`src/rtl/qif_spike_decoder_if.sv`:
```
// Result port of the QIF spike decoder: spike/enable inputs plus the
// valid/ready result channel carrying rate, isi and the overrun flag.
interface qif_spike_decoder_if #(
   parameter int COUNT_W = 8,
   parameter int ISI_W   = 16
);
   logic               spike_in;
   logic               enable;
   logic               out_ready;
   logic               out_valid;
   logic [COUNT_W-1:0] rate;
   logic [ISI_W-1:0]   isi;
   logic               overrun;

   // Decoder side: consumes the spike line and drives the result channel.
   modport master (
      input  spike_in,
      input  enable,
      input  out_ready,
      output out_valid,
      output rate,
      output isi,
      output overrun
   );

   // Neuron/readout side: drives the spike line and accepts results.
   modport slave (
      output spike_in,
      output enable,
      output out_ready,
      input  out_valid,
      input  rate,
      input  isi,
      input  overrun
   );
endinterface

```
`src/rtl/qif_spike_decoder.sv`:
```
// QIF spike decoder: counts spike rising edges over a 2^WINDOW_LOG2-cycle
// window (rate) and tracks the most recent inter-spike interval (isi).
// Each completed window is presented on a valid/ready result port.
module qif_spike_decoder #(
   parameter int WINDOW_LOG2 = 8,
   parameter int COUNT_W     = 8,
   parameter int ISI_W       = 16
) (
   input  logic                clk,
   input  logic                rst,
   qif_spike_decoder_if.master bus
);

   typedef enum logic {
      IDLE,
      COUNT
   } state_e;

   localparam logic [WINDOW_LOG2-1:0] WIN_LAST = '1;
   localparam logic [COUNT_W-1:0]     SPK_MAX  = '1;
   localparam logic [ISI_W-1:0]       ISI_MAX  = '1;

   state_e                 state_q, state_d;
   logic                   spike_q, spike_d;
   logic [WINDOW_LOG2-1:0] win_cnt_q, win_cnt_d;
   logic [COUNT_W-1:0]     spk_cnt_q, spk_cnt_d;
   logic [ISI_W-1:0]       isi_cnt_q, isi_cnt_d;
   logic [ISI_W-1:0]       last_isi_q, last_isi_d;
   logic                   armed_q, armed_d;
   logic                   out_valid_q, out_valid_d;
   logic [COUNT_W-1:0]     rate_q, rate_d;
   logic [ISI_W-1:0]       isi_q, isi_d;
   logic                   overrun_q, overrun_d;

   logic                   spike_edge;
   logic [ISI_W-1:0]       isi_inc;
   logic [COUNT_W-1:0]     spk_next;
   logic                   window_close;
   logic                   transfer;

   assign spike_edge = bus.spike_in & ~spike_q;
   assign isi_inc    = (isi_cnt_q == ISI_MAX) ? ISI_MAX : isi_cnt_q + ISI_W'(1);
   assign spk_next   = (spike_edge && spk_cnt_q != SPK_MAX) ? spk_cnt_q + COUNT_W'(1)
                                                            : spk_cnt_q;
   assign transfer   = out_valid_q & bus.out_ready;

   // Edge history and interval measurement; runs in every state.
   always_comb begin
      // NOTE: every combinational output gets a default first so no path can infer a latch.
      spike_d    = bus.spike_in;
      isi_cnt_d  = isi_inc;
      last_isi_d = last_isi_q;
      armed_d    = armed_q;
      if (spike_edge) begin
         // The first edge after reset only arms; later edges close an interval.
         if (armed_q) begin
            last_isi_d = isi_inc;
         end
         isi_cnt_d = '0;
         armed_d   = 1'b1;
      end
   end

   // Window FSM: IDLE waits for enable, COUNT accumulates edges per window.
   always_comb begin
      state_d      = state_q;
      win_cnt_d    = win_cnt_q;
      spk_cnt_d    = spk_cnt_q;
      window_close = 1'b0;
      unique case (state_q)
         IDLE: begin
            if (bus.enable) begin
               state_d   = COUNT;
               win_cnt_d = '0;
               spk_cnt_d = '0;
            end
         end
         COUNT: begin
            if (!bus.enable) begin
               // Partial window is dropped; the held result stays untouched.
               state_d   = IDLE;
               win_cnt_d = '0;
               spk_cnt_d = '0;
            end else begin
               win_cnt_d = win_cnt_q + WINDOW_LOG2'(1);
               if (win_cnt_q == WIN_LAST) begin
                  // Next window starts on the following cycle with no gap.
                  window_close = 1'b1;
                  spk_cnt_d    = '0;
               end else begin
                  spk_cnt_d = spk_next;
               end
            end
         end
         default: state_d = IDLE;
      endcase
   end

   // Result channel: load on window close, release on accepted transfer.
   always_comb begin
      out_valid_d = out_valid_q;
      rate_d      = rate_q;
      isi_d       = isi_q;
      overrun_d   = overrun_q;
      if (window_close) begin
         out_valid_d = 1'b1;
         rate_d      = spk_next;
         isi_d       = last_isi_d;
         if (out_valid_q && !bus.out_ready) begin
            overrun_d = 1'b1;
         end else if (transfer) begin
            overrun_d = 1'b0;
         end
      end else if (transfer) begin
         out_valid_d = 1'b0;
         overrun_d   = 1'b0;
      end
   end

   // State register with synchronous reset.
   always_ff @(posedge clk) begin
      // NOTE: sequential state uses non-blocking assignments so every flop samples pre-edge values.
      if (rst) begin
         state_q     <= IDLE;
         spike_q     <= 1'b0;
         win_cnt_q   <= '0;
         spk_cnt_q   <= '0;
         isi_cnt_q   <= '0;
         last_isi_q  <= '0;
         armed_q     <= 1'b0;
         out_valid_q <= 1'b0;
         rate_q      <= '0;
         isi_q       <= '0;
         overrun_q   <= 1'b0;
      end else begin
         state_q     <= state_d;
         spike_q     <= spike_d;
         win_cnt_q   <= win_cnt_d;
         spk_cnt_q   <= spk_cnt_d;
         isi_cnt_q   <= isi_cnt_d;
         last_isi_q  <= last_isi_d;
         armed_q     <= armed_d;
         out_valid_q <= out_valid_d;
         rate_q      <= rate_d;
         isi_q       <= isi_d;
         overrun_q   <= overrun_d;
      end
   end

   assign bus.out_valid = out_valid_q;
   assign bus.rate      = rate_q;
   assign bus.isi       = isi_q;
   assign bus.overrun   = overrun_q;

endmodule

```
`src/flat_wrapper.sv`:
```
// flat-port wrapper written by rule: the top's interface ports become plain ports
module qif_spike_decoder_flat 
#(
   parameter int WINDOW_LOG2 = 8,
   parameter int COUNT_W     = 8,
   parameter int ISI_W       = 16
)
  (clk, rst, bus_spike_in, bus_enable, bus_out_ready, bus_out_valid, bus_rate, bus_isi, bus_overrun);
  qif_spike_decoder_if #(.COUNT_W(COUNT_W), .ISI_W(ISI_W)) bus_i ();
  input  logic clk;
  input  logic rst;
  input wire logic [$bits(bus_i.spike_in)-1:0] bus_spike_in;
  input wire logic [$bits(bus_i.enable)-1:0] bus_enable;
  input wire logic [$bits(bus_i.out_ready)-1:0] bus_out_ready;
  output wire logic [$bits(bus_i.out_valid)-1:0] bus_out_valid;
  output wire logic [$bits(bus_i.rate)-1:0] bus_rate;
  output wire logic [$bits(bus_i.isi)-1:0] bus_isi;
  output wire logic [$bits(bus_i.overrun)-1:0] bus_overrun;
  assign bus_i.spike_in = bus_spike_in;
  assign bus_i.enable = bus_enable;
  assign bus_i.out_ready = bus_out_ready;
  assign bus_out_valid = bus_i.out_valid;
  assign bus_rate = bus_i.rate;
  assign bus_isi = bus_i.isi;
  assign bus_overrun = bus_i.overrun;
  qif_spike_decoder #(.WINDOW_LOG2(WINDOW_LOG2), .COUNT_W(COUNT_W), .ISI_W(ISI_W)) u_core (.clk(clk), .rst(rst), .bus(bus_i));
endmodule
```
`config.mk`:
```
export PLATFORM = sky130hd
export DESIGN_NAME = qif_spike_decoder_flat
export DESIGN_NICKNAME = d
export VERILOG_FILES = /design/src/rtl/qif_spike_decoder_if.sv /design/src/rtl/qif_spike_decoder.sv /design/src/flat_wrapper.sv
export SDC_FILE = /design/constraint.sdc
export NUM_CORES = 1
export LEC_CHECK = 0
export ABC_AREA = 0
export ABC_CLOCK_PERIOD_IN_PS = 2800
export CAP_MARGIN = 40
export CELL_PAD_IN_SITES_DETAIL_PLACEMENT = 1
export CELL_PAD_IN_SITES_GLOBAL_PLACEMENT = 2
export CORE_MARGIN = 5
export CORE_UTILIZATION = 35
export CTS_BUF_LIST = sky130_fd_sc_hd__clkbuf_4 sky130_fd_sc_hd__clkbuf_8 sky130_fd_sc_hd__clkbuf_16
export DETAILED_ROUTE_END_ITERATION = 10
export GPL_TIMING_DRIVEN = 0
export PLACE_DENSITY_LB_ADDON = 0.3
export SLEW_MARGIN = 20
export SYNTH_ARGS = -nofsm -noshare
export SYNTH_HDL_FRONTEND = slang
export SYNTH_SLANG_ARGS = --single-unit
```
`constraint.sdc`:
```
create_clock -name clk -period 2.8 [get_ports clk]
set_clock_uncertainty 0.2 [all_clocks]
set_input_delay 0.42 -clock clk [delete_from_list [all_inputs] [get_ports clk]]
set_output_delay 0.42 -clock clk [all_outputs]
set_load 0.05 [all_outputs]
```
==> metrics.csv, run 1 <==
metric,value,unit
status,finished clean,
syn_area,3320,um2
syn-num-nets,389,
root_buffer,clkbuf_8,
cts_tree,built,
htree_levels,3,
period_share,0.898,
fp.dieW,107,um
cp.arrival,2530,ps
drt_iter0_markers,91,
pre_cts_ws,-104,ps
fin_crit,2510,ps
synth_cells,381,
powerDensity,554,nW/um2
antenna_found_initial,0,
ant_nets,0,
placed_area,3780,um2
syn-mean-instance-area,8.71,um2
synthDistinctLibCells,55,
grt_pass1_vias,3049,
required,2810,ps
cts_made_buffers,9,
max_freq,0.398,GHz
yosysSeqAreaShare,0.465,
area_growth,21.4,%
start_util,0.359,
tns,0,ps
worst-path-max-fanout,10,
timing.hold.ws,265,ps
finalSetupViolations,0,
grt_pass1_wl,15100,um
die_h,107,um
n_fill_cell,1105,
seqCellArea,1540,um2
rsz0062_at_grt,false,
grt_start_max_net_pins,13,
hp-class,flip-flop to flip-flop,
drive_gt1_frac,0.0843,
relSlewSlack,0.569,
hold_violations,0,
clock-sinks,77,
multiInputGateArea,1660,um2
yosysWarnings,0,
insertion_delay,340,ps
postCtsSetupBuffers,0,
grtUsageTotal,0.164,
async_flop_share,0,
vias,2960,
wl_per_cell,16.5,um
dp_cells,540,
worst_slew_pin_slew,643,ps
r2r_slack,550,ps
portBuffers,30,
clockBufferDepth,2,
hpwl,6820,um
fin_cells,556,
end_kind,flip-flop,
synth_edf_count,0,
cts-hold-fix-buffers,0,
slew_violations,0,
drv_cap,0,
ys.flop_type,dfxtp_1,
routed_via_density,5.32,
setup_ws,285,ps
die_area,11500,um2
start_kind,input port,
final_nets,430,
place_congestion,0.788,
ys_seq_elements,77,
fin_area,4030,um2
p_leak,1.40,nW
wirelength,9170,um
path_class,input port to flip-flop,
ios,31,
antennaDiodeCount,0,
rows,35,
core-area,9240,um2
drc,0,
cts_resized,0,
firstDrtPassIters,4,
ir_drop,0.000280,V
clk_pin_slew,80,ps
overflow,0,
==> critical path, stage by stage <==
cell and delay [ps]:
clkdlybuf4s50_1 530, nor2b_1 550, or2_2 210, clkbuf_1 270, clkbuf_1 470, nor2_1 70
==> cells in the mapped netlist, drive strengths merged, types with 5 or more instances <==
library cell  count  area share
a311oi            6       0.016
nand4            10       0.023
o21a              5       0.011
dfxtp            77        0.46
a31oi             5      0.0094
and3             12       0.025
nand3            15       0.023
a211oi           17       0.040
a21oi            27       0.041
or3               5      0.0098
o21ai            16       0.024
xor2              7       0.018
nand2            27       0.031
mux2i             5       0.015
buf               9       0.015
nor2             60       0.068
clkbuf           15       0.017
nor3              7       0.014
==> kinds of logic after synthesis <==
logic type	count (synthesis)	synth area share
compound gates	102	0.207
xor+xnor	10	0.0264
flops	77	0.465
fa+ha+maj	3	0.0113
simple gates	155	0.233
mux	7	0.0219
buf+inv	27	0.0358
==> placed cells by master (no fill, tap or decap), drive strengths merged, types with 10 or more instances in the layout <==
cell type      synthesis  routed
a211oi                17      17
a21oi                 27      27
and3                  12      12
clkbuf                15      27
clkdlybuf4s50          0      30
dfxtp                 77      77
nand2                 27      27
nand3                 15      15
nand4                 10      10
nor2                  60      60
o21ai                 16      16
==> where the power goes <==
group	leakage (nW)	switching, W	internal [W]	total, W
combinational	0.656	0.0000632	0.0000257	0.0000889
sequential	0.622	0.00000665	0.00110	0.00111
clock	0.127	0.000398	0.000636	0.00103
total	1.40	0.000468	0.00177	0.00223
==> cell type report <==
cell class                      count  share of cell area
Multi-Input combinational cell    277               0.412
Sequential cell                    77               0.383
Timing Repair Buffer               30              0.0746
Tap cell                          129              0.0401
Clock buffer                       12              0.0379
Buffer                             24              0.0267
Clock inverter                      4              0.0236
Inverter                            3             0.00280
==> worst paths after layout <==
check                       from                   end  cells after the start
max                 bus_spike_in  u_core.isi_cnt_q[12]                      6
min           u_core.bus.rate[2]    u_core.bus.rate[2]                      2
max reg2reg  u_core.isi_cnt_q[0]     u_core.bus.isi[8]                      7
min reg2reg   u_core.bus.rate[2]    u_core.bus.rate[2]                      2
==> registers in the layout, indices dropped and copies added (netlist names), named ones only <==
name / cells
u_core.bus.isi: 16
u_core.spike_q: 1
u_core.state_q: 1
u_core.spk_cnt_q: 8
u_core.isi_cnt_q: 16
u_core.bus.out_valid: 1
u_core.armed_q: 1
u_core.win_cnt_q: 8
u_core.bus.rate: 8
u_core.last_isi_q: 16
==> through the flow <==
step	util	power, W
floorplan	-	0.00119
global placement	0.409	0.00122
detailed placement	0.409	0.00123
CTS	0.436	0.00226
global route	0.436	0.00232
finish	0.436	0.00223
==> routing by layer <==
metal	share of wire	routed length (um)	global-route usage	vias to the layer above
met5	0	0	0	-
met4	0.0061	56	0.0388	0
met3	0.032	289	0.0330	7
met2	0.52	4740	0.303	54
met1	0.44	4080	0.195	1435
li1	-	-	-	1464
Note: power is estimated with default switching activity, not from simulation.
==> run 2: changes to the inputs <==
--- a/config.mk
+++ b/config.mk
@@ -6,12 +6,12 @@
 export NUM_CORES = 1
 export LEC_CHECK = 0
 export ABC_AREA = 0
-export ABC_CLOCK_PERIOD_IN_PS = 2800
+export ABC_CLOCK_PERIOD_IN_PS = 2200
 export CAP_MARGIN = 40
 export CELL_PAD_IN_SITES_DETAIL_PLACEMENT = 1
 export CELL_PAD_IN_SITES_GLOBAL_PLACEMENT = 2
 export CORE_MARGIN = 5
-export CORE_UTILIZATION = 35
+export CORE_UTILIZATION = 31
 export CTS_BUF_LIST = sky130_fd_sc_hd__clkbuf_4 sky130_fd_sc_hd__clkbuf_8 sky130_fd_sc_hd__clkbuf_16
 export DETAILED_ROUTE_END_ITERATION = 10
 export GPL_TIMING_DRIVEN = 0
==> constraint.sdc (replaced) <==
create_clock -name clk -period 2.2 [get_ports clk]
set_clock_uncertainty 0.2 [all_clocks]
set_input_delay 0.33 -clock clk [delete_from_list [all_inputs] [get_ports clk]]
set_output_delay 0.33 -clock clk [all_outputs]
set_load 0.05 [all_outputs]
==> run 2 against run 1 <==
Against the previous run: final cell count increased by 1.6%; combinational power increased by 32%; global-route usage decreased by 0.80 points; count of clock-buffer cells in the layout decreased by 1; core utilization decreased by 4.4 points; sequential power increased by 27%; non-clock buffer count increased by 2; worst setup slack got worse by 190 ps; final area increased by 0.99%; sequential share of layout area decreased by 0.28 points; total power increased by 24%; critical endpoint is now u_core.bus.isi[8]; largest cell class unchanged; highest routed layer unchanged.
==> metrics.csv, run 2 (synthesis results as in run 1) <==
metric,value,unit,change
status,finished clean,,
cp_cell_sequence,ha_2 -> and2_1 -> buf_6 -> and3_4 -> mux2_2 -> o21a_1 -> a211oi_2,,
antennaDiodeCount,0,,unchanged
cp.arrival,2170,ps,-360 ps
hold_end,u_core.isi_cnt_q[0],,
timing.hold.ws,269,ps,+4.68 ps
slowest_stage,dfxtp_4,,
whs_path_depth,1,,-1
max_freq,0.475,GHz,
antenna_found_initial,0,,unchanged
critPathMaxStageDelay,370,ps,-180 ps
crit_buf_inv,1,,-2
cts_tree,built,,
insertion_delay,350,ps,about the same
top_layer,met4,,
finalSetupViolations,0,,unchanged
crit_family,compound AO/OA/AOI/OAI gates,,
ios,31,,unchanged
hp-class,flip-flop to flip-flop,,
clock-sinks,77,,unchanged
portBuffers,30,,unchanged
r2r-start,u_core.isi_cnt_q[0],,
hp-start,u_core.isi_cnt_q[0],,
drv_cap,0,,unchanged
clk_pin_slew,80,ps,about the same
drive_gt1_frac,0.107,,+0.0229
clockBufferDepth,2,,unchanged
r2r_slack,100,ps,-450 ps
path_class,flip-flop to flip-flop,,
htree_levels,3,,unchanged
worst-path-max-fanout,10,,unchanged
wirelength,9610,um,+4.9%
met1_length,4480,um,+10%
wl_per_cell,17.0,um,+3.2%
pre_cts_ws,-595,ps,-491 ps
setup_ws,96.2,ps,-189 ps
timing.rr.end,u_core.bus.isi[8],,
core-area,10400,um2,+12%
grt_start_max_net_pins,14,,+1
mostFrequentLayoutCells,"76 x dfxtp_1, 60 x nor2_1, 30 x clkdlybuf4s50_1",,
rows,37,,+5.7%
required,2270,ps,-540 ps
p_leak,1.41,nW,about the same
start_util,0.320,,-0.0391
vias,2974,,+0.47%
start_kind,flip-flop,,
post-route-util,0.392,,-0.0436
hpwl,7030,um,+3.0%
relSlewSlack,0.569,,about the same
ir_drop,0.000302,V,+7.7%
ant_nets,0,,unchanged
met2_length,4740,um,about the same
routed_via_density,5.26,,-1.1%
drt_iter0_markers,87,,-4.4%
end_kind,flip-flop,,
period_share,0.956,,
fp.dieW,113,um,+5.7%
layout.cells.most_common,dfxtp_1,,
place_congestion,0.860,,+9.1%
slew_violations,0,,unchanged
cts_made_buffers,9,,unchanged
area_growth,22.6,%,
die_area,12900,um2,+12%
r2r_cells,7,,unchanged
drc,0,,unchanged
final_nets,432,,+0.47%
overflow,0,,unchanged
root_buffer,clkbuf_8,,
powerDensity,680,nW/um2,+23%
fin_crit,2100,ps,
firstDrtPassIters,4,,unchanged
hold_violations,0,,unchanged
worst_slew_pin_slew,647,ps,+3.68 ps
grt_pass1_wl,16200,um,+6.7%
grt_pass1_vias,3201,,+5.0%
grtUsageTotal,0.156,,-0.00803
dr_wl_met3,199,um,-31%
die_h,113,um,+5.7%
[run 2: cell count changes in the layout (fill, tap and decap cells not counted), moves of 2 or more]
cell | before | now
ha_1 | 3 | 1
ha_2 | 0 | 2
clkinvlp_4 | 0 | 2
buf_4 | 0 | 2
clkbuf_2 | 1 | 3
clkbuf_1 | 14 | 12
[run 2: report_power, final]
part,total (W),switching (W),internal (W),leakage [nW]
clock network,0.00124,0.000551,0.000685,0.109
registers,0.00141,0.00000896,0.00140,0.622
logic,0.000117,0.0000826,0.0000346,0.674
total,0.00277,0.000642,0.00212,1.41
[run 2: per-stage QoR]
stage	power, W	cell area (um2)	TNS [ps]	cells
6_report	0.00277	4070	0	565
5_1_grt	0.00290	4070	-8.47	565
4_1_cts	0.00280	4040	0	565
3_5_place_dp	0.00156	3790	-20020	547
3_3_place_gp	0.00156	3790	-19120	547
2_1_floorplan	0.00151	3320	0	381
[run 2: metal layers]
metal  GRT usage  vias up
li1            -     1471
met1       0.194     1465
met2       0.269       26
met3      0.0318       12
met4      0.0537        0
met5           0        -
[run 2: worst register-to-register path, stage by stage, from the launching register on]
cell and delay (ps):
dfxtp_4 370, ha_2 200, and2_1 140, buf_6 140, and3_4 220, mux2_2 350
o21a_1 200, a211oi_2 200
[run 2: worst max path at each step]
| stage | to | slack (ps) | from | cells past startpoint |
|---|---|---|---|---|
| after global placement | u_core.isi_cnt_q[6] | -630 | bus_spike_in | 6 |
| after detailed placement | u_core.isi_cnt_q[1] | -600 | bus_spike_in | 6 |
| final | u_core.bus.isi[8] | 100 | u_core.isi_cnt_q[0] | 7 |
| after CTS | u_core.spk_cnt_q[5] | 3 | u_core.win_cnt_q[0] | 6 |
| after floorplan | u_core.bus.isi[8] | 210 | u_core.isi_cnt_q[0] | 7 |
| after global routing | u_core.bus.isi[4] | -6 | u_core.isi_cnt_q[3] | 6 |
[run 2: final cells by class]
class                           count  area [um2]
Inverter                            3        11.3
Clock inverter                      5        83.8
Tap cell                          136         170
Fill cell                        1234        6300
Buffer                             24         116
Multi-Input combinational cell    277        1680
Timing Repair Buffer               32         315
Clock buffer                       11         145
Sequential cell                    77        1550
[run 2: repair_timing]
| item | in CTS | in global routing |
|---|---|---|
| pin swaps | 1 | 1 |
| endpoints found under the setup margin | 27 | 10 |
| gates resized for setup | 5 | 7 |
| gates cloned | 0 | 0 |
| setup buffers | 2 | 0 |
| hold buffers | 0 | 0 |
==> run 3: changes to the inputs <==
--- a/config.mk
+++ b/config.mk
@@ -6,12 +6,12 @@
 export NUM_CORES = 1
 export LEC_CHECK = 0
 export ABC_AREA = 0
-export ABC_CLOCK_PERIOD_IN_PS = 2200
+export ABC_CLOCK_PERIOD_IN_PS = 2290
 export CAP_MARGIN = 40
 export CELL_PAD_IN_SITES_DETAIL_PLACEMENT = 1
 export CELL_PAD_IN_SITES_GLOBAL_PLACEMENT = 2
 export CORE_MARGIN = 5
-export CORE_UTILIZATION = 31
+export CORE_UTILIZATION = 35
 export CTS_BUF_LIST = sky130_fd_sc_hd__clkbuf_4 sky130_fd_sc_hd__clkbuf_8 sky130_fd_sc_hd__clkbuf_16
 export DETAILED_ROUTE_END_ITERATION = 10
 export GPL_TIMING_DRIVEN = 0
==> constraint.sdc (replaced) <==
create_clock -name clk -period 2.29 [get_ports clk]
set_clock_uncertainty 0.2 [all_clocks]
set_input_delay 0.3435 -clock clk [delete_from_list [all_inputs] [get_ports clk]]
set_output_delay 0.3435 -clock clk [all_outputs]
set_load 0.05 [all_outputs]
==> run 3 against run 2 <==
Against the previous run: core utilization up 5.0 points; sequential share of layout area decreased by 0.20 points; final area grew 0.37%; fmax decreased by 3.3%; combinational power is 6% lower; highest routed layer unchanged; first-iteration DRC count decreased by 16%; routed wire length shrank 4.5%; worst setup slack better by 18 ps; die area down 10%.
==> metrics.csv, run 3 (synthesis results as in run 1) <==
metric,value,unit,change
overflow,0,,unchanged
hp-class,flip-flop to flip-flop,,
die_area,11500,um2,-10%
critPathMaxStageDelay,370,ps,about the same
firstDrtPassIters,4,,unchanged
fin_area,4080,um2,+0.37%
drt_iter0_markers,73,,-16%
p_leak,1.44,nW,+2.7%
crit_family,compound AO/OA/AOI/OAI gates,,
multiInputGateArea,1670,um2,-0.67%
clk_pin_slew,90,ps,about the same
cp.depth,7,,unchanged
slew_violations,0,,unchanged
end_kind,flip-flop,,
ant_nets,0,,unchanged
layout.cells.most_common,dfxtp_1,,
relSlewSlack,0.586,,+0.0168
pre_cts_ws,-538,ps,+57.8 ps
hold_violations,0,,unchanged
fin_crit,2180,ps,+72.5 ps
grt_start_max_net_pins,13,,-1
p_comb_frac,0.040,,-0.002
final_nets,435,,+0.69%
clkPwrFrac,0.463,,+0.016
max_freq,0.460,GHz,-3.3%
antennaDiodeCount,0,,unchanged
vias,2944,,-1.0%
finalSetupViolations,0,,unchanged
period_share,0.950,,-0.00594
place_congestion,0.788,,-8.3%
worst_slew_pin_slew,621,ps,-25.3 ps
crit_buf_inv,1,,unchanged
insertion_delay,340,ps,about the same
grt_pass1_vias,3049,,-4.7%
slowest_stage,dfxtp_2,,
grtUsageTotal,0.164,,+0.00803
routed_via_density,5.25,,-0.30%
swShare,0.210,,-0.0223
grt_pass1_wl,15100,um,-6.3%
cts_tree,built,,
wl_per_cell,16.4,um,-3.9%
cp_cell_sequence,ha_1 -> and2_1 -> clkbuf_4 -> and3_4 -> mux2_2 -> o21a_1 -> a211oi_2,,
status,finished clean,,
drv_cap,0,,unchanged
path_class,flip-flop to flip-flop,,
cts-hold-fix-buffers,0,,unchanged
htree_levels,3,,unchanged
wirelength,9180,um,-4.5%
ios,31,,unchanged
pwr-share-seq,0.497,,-0.014
start_util,0.359,,+0.0391
n_fill_cell,1104,,-11%
seqCellArea,1540,um2,-0.16%
area_growth,23.0,%,
p_sw,0.000574,W,-11%
clockBufferDepth,2,,unchanged
die_h,107,um,-5.4%
core-area,9240,um2,-11%
placed_area,3780,um2,-0.23%
cts_made_buffers,9,,unchanged
ir_drop,0.000342,V,+13%
drive_gt1_frac,0.106,,-0.000745
setup_ws,114,ps,+17.5 ps
p_int,0.00216,W,+1.7%
tns,0,ps,unchanged
clock-sinks,77,,unchanged
r2r_slack,110,ps,+20 ps
required,2350,ps,+80 ps
rsz0062_at_grt,false,,
whs_path_depth,2,,+1
start_kind,flip-flop,,
post-route-util,0.442,,+0.0496
hpwl,6820,um,-2.9%
mostFrequentLayoutCells,"76 x dfxtp_1, 60 x nor2_1, 30 x clkdlybuf4s50_1",,
portBuffers,30,,unchanged
worst-path-max-fanout,10,,unchanged
root_buffer,clkbuf_8,,
antenna_found_initial,0,,unchanged
rows,35,,-5.4%
cp.arrival,2230,ps,+60 ps
powerDensity,670,nW/um2,-1.5%
fp.dieW,107,um,-5.4%
r2r_cells,7,,unchanged
drc,0,,unchanged
[run 3: changes by cell type in the layout (fill, tap and decap cells not counted), sizes merged]
cell,before,now
clkbuf,26,28
bufinv,2,3
buf,11,13
clkinvlp,2,0
[run 3: worst paths after layout]
check,startpoint,to
worst max-delay path,u_core.isi_cnt_q[0],u_core.bus.isi[8]
worst min-delay path,u_core.bus.rate[2],u_core.bus.rate[2]
worst max register to register,u_core.isi_cnt_q[0],u_core.bus.isi[8]
worst min register to register,u_core.bus.rate[2],u_core.bus.rate[2]
[run 3: metal layers]
layer / track usage / routed length [um]
met5: 0 / 0
met4: 0.0388 / 31
met3: 0.0330 / 181
met2: 0.303 / 4810
met1: 0.195 / 4160
[run 3: power groups by stage]
stage	combinational, W	clock (W)	sequential, W
4_1_cts	0.000111	0.00130	0.00136
3_5_place_dp	0.000111	0	0.00139
2_1_floorplan	0.0000680	0	0.00139
5_1_grt	0.000124	0.00135	0.00136
6_report	0.000110	0.00127	0.00136
3_3_place_gp	0.000108	0	0.00139
[run 3: timing repair]
action | 4_1_cts | 5_1_grt
gates resized for setup | 1 | 8
buffers inserted | 0 | 5
endpoints found under the setup margin | 14 | 25
pin swaps | 0 | 1
[run 3: layout make-up]
type                       count  share of cell area
tap                          129              0.0395
sequential                    77               0.378
multi-input combinational    277               0.409
timing repair buffer          35              0.0827
clock inverter                 4              0.0233
inverter                       3             0.00276
clock buffer                  12              0.0374
buffer                        24              0.0276
[run 3: per-stage QoR]
step | cells | total power (W) | hold slack (ps)
2_1_floorplan | 381 | 0.00145 | 241
6_report | 561 | 0.00273 | 265
3_3_place_gp | 540 | 0.00150 | 249
3_5_place_dp | 540 | 0.00150 | 260
5_1_grt | 561 | 0.00284 | 291
4_1_cts | 556 | 0.00277 | 273
[run 3: worst register-to-register path: stages (launching register included)]
cell and delay, ps:
dfxtp_2 370, ha_1 200, and2_1 140, clkbuf_4 190, and3_4 230, mux2_2 360
o21a_1 200, a211oi_2 210
